$ cat src/rtl/tile_feeder.sv
// rtl/tile_feeder.sv - DIMxDIM tile buffer that streams vectors into the systolic delay lines
//
// Loads a tile one row per in_valid/in_ready handshake, then on start streams
// DIM data beats followed by FLUSH zero beats with shift_en held high, so the
// deepest downstream delay line drains before the next tile arrives.
//
// Ports:
//   clk        clock
//   rst_n      asynchronous active-low reset
//   in_valid   in_row holds a valid row
//   in_ready   feeder accepts a row this cycle (registered, state only)
//   in_row     row data, element j at [j*BITS +: BITS]
//   start      single-cycle request to stream the loaded tile
//   shift_en   shift enable for the downstream delay lines
//   lane_data  beat vector, lane i at [i*BITS +: BITS]
//   busy       high while streaming or flushing
//   done       one-cycle pulse when the machine returns to LOAD
//
// Build option: TILE_FEEDER_TRANSPOSE_EN streams columns (beat k, lane i = A[i][k])
// instead of rows (beat k, lane i = A[k][i]).

module tile_feeder #(
  parameter int DIM   = 8,
  parameter int BITS  = 8,
  parameter int FLUSH = 2*DIM-1
) (
  input  logic                clk,
  input  logic                rst_n,
  input  logic                in_valid,
  output logic                in_ready,
  input  logic [DIM*BITS-1:0] in_row,
  input  logic                start,
  output logic                shift_en,
  output logic [DIM*BITS-1:0] lane_data,
  output logic                busy,
  output logic                done
);

  localparam int RW   = $clog2(DIM+1);
  localparam int IW   = (DIM > 1) ? $clog2(DIM) : 1;
  localparam int CMAX = (FLUSH > DIM) ? FLUSH : DIM;
  localparam int BW   = $clog2(CMAX+1);

  typedef enum logic [1:0] {S_LOAD, S_FULL, S_STREAM, S_FLUSH} state_t;

  state_t              state, nstate;
  logic [RW-1:0]       rcnt;
  logic [BW-1:0]       bcnt, nbcnt;
  logic [BITS-1:0]     mem [DIM][DIM];
  logic                accept;
  logic                in_ready_d, shift_en_d, busy_d, done_d;
  logic [DIM*BITS-1:0] lane_d;
  logic [IW-1:0]       beat_idx;

  // in_ready is only ever high in LOAD, so accept needs no state qualifier.
  assign accept = in_valid && in_ready;

  always_ff @(posedge clk or negedge rst_n) begin
    if (!rst_n) state <= S_LOAD;
    else        state <= nstate;
  end

  always_comb begin
    nstate = state;
    case (state)
      S_LOAD:   if (accept && rcnt == RW'(DIM-1)) nstate = S_FULL;
      S_FULL:   if (start) nstate = S_STREAM;
      S_STREAM: if (bcnt == BW'(DIM-1)) nstate = (FLUSH == 0) ? S_LOAD : S_FLUSH;
      S_FLUSH:  if (bcnt == BW'(FLUSH-1)) nstate = S_LOAD;
      default:  nstate = S_LOAD;
    endcase
  end

  // All outputs are registered from the next state, so they line up with the
  // state register: the first beat appears the cycle after start is sampled.
  always_comb begin
    nbcnt = '0;
    if ((nstate == state) && (state == S_STREAM || state == S_FLUSH))
      nbcnt = bcnt + BW'(1);
    beat_idx   = nbcnt[IW-1:0];
    in_ready_d = (nstate == S_LOAD);
    shift_en_d = (nstate == S_STREAM) || (nstate == S_FLUSH);
    busy_d     = shift_en_d;
    done_d     = (nstate == S_LOAD) && (state == S_STREAM || state == S_FLUSH);
    lane_d     = '0;
    if (nstate == S_STREAM) begin
      for (int i = 0; i < DIM; i++) begin
`ifdef TILE_FEEDER_TRANSPOSE_EN
        lane_d[i*BITS +: BITS] = mem[i][beat_idx];
`else
        lane_d[i*BITS +: BITS] = mem[beat_idx][i];
`endif
      end
    end
  end

  always_ff @(posedge clk or negedge rst_n) begin
    if (!rst_n) begin
      in_ready  <= 1'b1;
      shift_en  <= 1'b0;
      busy      <= 1'b0;
      done      <= 1'b0;
      lane_data <= '0;
      bcnt      <= '0;
    end else begin
      in_ready  <= in_ready_d;
      shift_en  <= shift_en_d;
      busy      <= busy_d;
      done      <= done_d;
      lane_data <= lane_d;
      bcnt      <= nbcnt;
    end
  end

  // Row counter is cleared when streaming begins, so it is already zero when
  // LOAD is re-entered and a row can be taken in the done cycle.
  always_ff @(posedge clk or negedge rst_n) begin
    if (!rst_n)                       rcnt <= '0;
    else if (accept)                  rcnt <= rcnt + RW'(1);
    else if (state == S_FULL && start) rcnt <= '0;
  end

  always_ff @(posedge clk or negedge rst_n) begin
    if (!rst_n) begin
      for (int r = 0; r < DIM; r++)
        for (int c = 0; c < DIM; c++)
          mem[r][c] <= '0;
    end else if (accept) begin
      for (int c = 0; c < DIM; c++)
        mem[rcnt[IW-1:0]][c] <= in_row[c*BITS +: BITS];
    end
  end

endmodule
$ cat config.mk
export PLATFORM = sky130hd
export DESIGN_NAME = tile_feeder
export DESIGN_NICKNAME = d
export VERILOG_FILES = /design/src/rtl/tile_feeder.sv
export SDC_FILE = /design/constraint.sdc
export NUM_CORES = 1
export LEC_CHECK = 0
export ABC_AREA = 1
export CAP_MARGIN = 0
export CORE_MARGIN = 5
export CORE_UTILIZATION = 50
export DETAILED_ROUTE_END_ITERATION = 12
export GPL_ROUTABILITY_DRIVEN = 0
export PLACE_DENSITY = 0.71
export SYNTH_ARGS = -nofsm -noshare
export SYNTH_HDL_FRONTEND = slang
export SYNTH_SLANG_ARGS = --single-unit
$ cat constraint.sdc
create_clock -name clk -period 2.3 [get_ports clk]
set_input_delay 0.23 -clock clk [delete_from_list [all_inputs] [get_ports clk]]
set_output_delay 0.23 -clock clk [all_outputs]
set_load 0.1 [all_outputs]
==> reports/results.ini, run 1 <==
[floorplanning]
placementRows=83
die_w_um=238
start_util=0.506
die_h_um=238
die-area_um2=56800
pin_count=136
coreArea_um2=51500

[pwr]
peakVddDrop_uv=963
leakage_nw=14.5
p_total_w=0.0490
power.density_nw_per_um2=1610

[timing]
hold_viol=0
clock.fmax_mhz=454
tightest_slew_ps=574
fin_crit_ps=2200
whs_ps=54.8
slew_headroom=0.618
fin_crit_sh=0.957
rsz0062_at_grt=true
slew_violations=0
setup_viol=0
fin_worst_skew_ps=21.4
fin_tns_setup_ps=0

[grt]
grt_pass1_vias=21403
grt_max_degree=121
antenna_found_initial=0
grt_pass1_wl_um=116000
gr-total-overflow=0
global_route.usage.total=0.249

[status]
status=complete, no violations

[synth]
synthAdderAreaFrac=0.00144
yosysWarnings=0
synth_compound_area_frac=0.112
postSynthAreaPerCell_um2=8.45
muxShareOfSynthArea=0
yosys.area_share.simple=0.262
synth_ff_type=dfrtp_1
ys_seq_area_frac=0.565
synth_cells=3088
synth_top_cell_by_area=dfrtp_1
synthesis.nets=3159
synth-edff-count=0
ys_ff_latch=589
netlist_top_cells_area=dfrtp_1, nand2_1, o21ai_0
syn_area_um2=26100
synth_xor_area_frac=0.000336
synthArstFlopShare=1.00
synth_top_family_by_area=simple AND/OR/NAND/NOR gates
synth.top_cell.area_share=0.564
synth_cell_types=29
yosys.cell_count.top_type=nand2_1
synth_common_cells=nand2_1, dfrtp_1, o21ai_0

[worst_setup_path]
cpMostUsedCell=nand2_1
worstSetupPathType=flop to flop
cp_top_family=simple AND/OR/NAND/NOR gates
cpPeakStageDelay_ps=450
crit_fanout=26
start_kind=flop
cp_slowest_cell=dfrtp_2
r2r_cells=14
path_buf_inv=3
cp_cell_sequence=inv_8, ha_1, nand3_2, nand2_4, nand2_8, nand2_8, buf_12, buf_12, nand2_1, nand3_1, nand2_1, nand2_1, nand2_1, nor2_1
cp.depth=14
crit_required_ps=2820
end_kind=flop
arrival_ps=2720

[layout]
area_growth_pct=16.5
layoutNonFillerInstCount=3857
final_util=0.590
antenna_cells=0
drive_gt1_frac=0.0979
fin_nets=3197

[routing]
drt-initial-drc-count=2010
avgRoutedWirePerCell_um=18.5
ant_nets=0
via_per_inst=5.66
routed-via-count=21823
dr.pass1.iters=5
totalWireLength_um=71400
drc=0

[cts]
cts_inserted_buffers=61
cts.sinks=589
clk_latency_ps=640
cts_buffer_depth=3
cts.clk_slew.worst_paths_ps=60
tritoncts=done
htreeDepth=2
clockRootBuffer=clkbuf_16

[placement]
dp_cells=3741
place_hpwl_um=41400
io_buffers=135

[hold_path]
hold_path_class=primary input to async pin

[flow_run]
cap_viol_max_count=0

flip-flops by register name, indices dropped and copies added (netlist names):
register	cells
lane_data	64
bcnt	4
rcnt	4
state	2
busy	1
done	1
mem	512
in_ready	1
routing by layer:
layer | up-vias | wire length [um] | track usage | share of wire
met5 | - | 0 | 0 | 0
met2 | 725 | 34200 | 0.405 | 0.48
met1 | 10725 | 30900 | 0.344 | 0.43
li1 | 10242 | - | - | -
met3 | 131 | 4420 | 0.0431 | 0.062
met4 | 0 | 1870 | 0.0810 | 0.026
path summary, 6_finish.rpt:
path	startpoint	end	slack [ps]
max	bcnt[0]	lane_data[12]	100
min	rst_n	mem[472]	50
max reg2reg	bcnt[0]	lane_data[12]	100
min reg2reg	mem[187]	mem[187]	480
max in group asynchronous	rst_n	mem[112]	1300
min in group clk	in_valid	rcnt[1]	230
cells by family after synthesis:
family | count (synthesis)
AND/OR/NAND/NOR | 1584
flip-flops | 589
AO/OA/AOI/OAI | 580
buffers and inverters | 331
adder cells (fa/ha/maj) | 3
XOR/XNOR | 1
cells in the final DEF, fill, tap and decap left out, drive strengths merged:
cell           count
a21oi             64
buf              152
bufinv             5
clkbuf            91
clkdlybuf4s50     66
clkinv            18
dfrtp            588
dfstp              1
dlygate4sd3        1
ha                 3
inv               87
nand2            980
nand3            515
nand3b             2
nand4              2
nor2              82
nor3               2
o21ai            514
o21bai             1
o32ai              1
or2                1
xor2               1
layout make-up:
cell class / instances / area (um2)
flip-flops and latches: 589 / 14700
well taps: 680 / 851
clock buffers: 90 / 1810
fillers: 4527 / 21100
repair buffers: 220 / 2530
inverters: 86 / 335
multi-input cells: 2168 / 9850
clock inverters: 24 / 272
where the power goes:
group	leakage [nW]	internal (W)	switching, W
logic	5.84	0.00739	0.0142
registers	7.61	0.0148	0.00245
clock network	1.04	0.00598	0.00414
per-stage QoR:
stage / worst slack (ps) / cell area [um2]
after floorplan: 53.0 / 26100
after global placement: 189 / 28300
after detailed placement: 113 / 28300
after CTS: 95.4 / 30300
after global routing: -2.39 / 30400
final: 99.3 / 30400
timing repair:
item	in CTS	in global routing
hold buffers	1	0
buffers inserted	0	0
endpoints found under the hold margin	450	0
setup endpoints to repair	0	26
resized for setup	0	5
Note: power is estimated with default switching activity, not from simulation.
==> run 2, diff against run 1 <==
--- a/config.mk
+++ b/config.mk
@@ -9,6 +9,7 @@
 export CAP_MARGIN = 0
 export CORE_MARGIN = 5
 export CORE_UTILIZATION = 50
+export CTS_CLUSTER_SIZE = 40
 export DETAILED_ROUTE_END_ITERATION = 12
 export GPL_ROUTABILITY_DRIVEN = 0
 export PLACE_DENSITY = 0.71
==> results of run 2 <==
Final layout, timing and power as in run 1 (identical DEF).
==> run 3, diff against run 2 <==
--- a/config.mk
+++ b/config.mk
@@ -13,6 +13,7 @@
 export DETAILED_ROUTE_END_ITERATION = 12
 export GPL_ROUTABILITY_DRIVEN = 0
 export PLACE_DENSITY = 0.71
+export SLEW_MARGIN = 20
 export SYNTH_ARGS = -nofsm -noshare
 export SYNTH_HDL_FRONTEND = slang
 export SYNTH_SLANG_ARGS = --single-unit
==> results of run 3 <==
Final layout, timing and power as in run 1 (identical DEF).
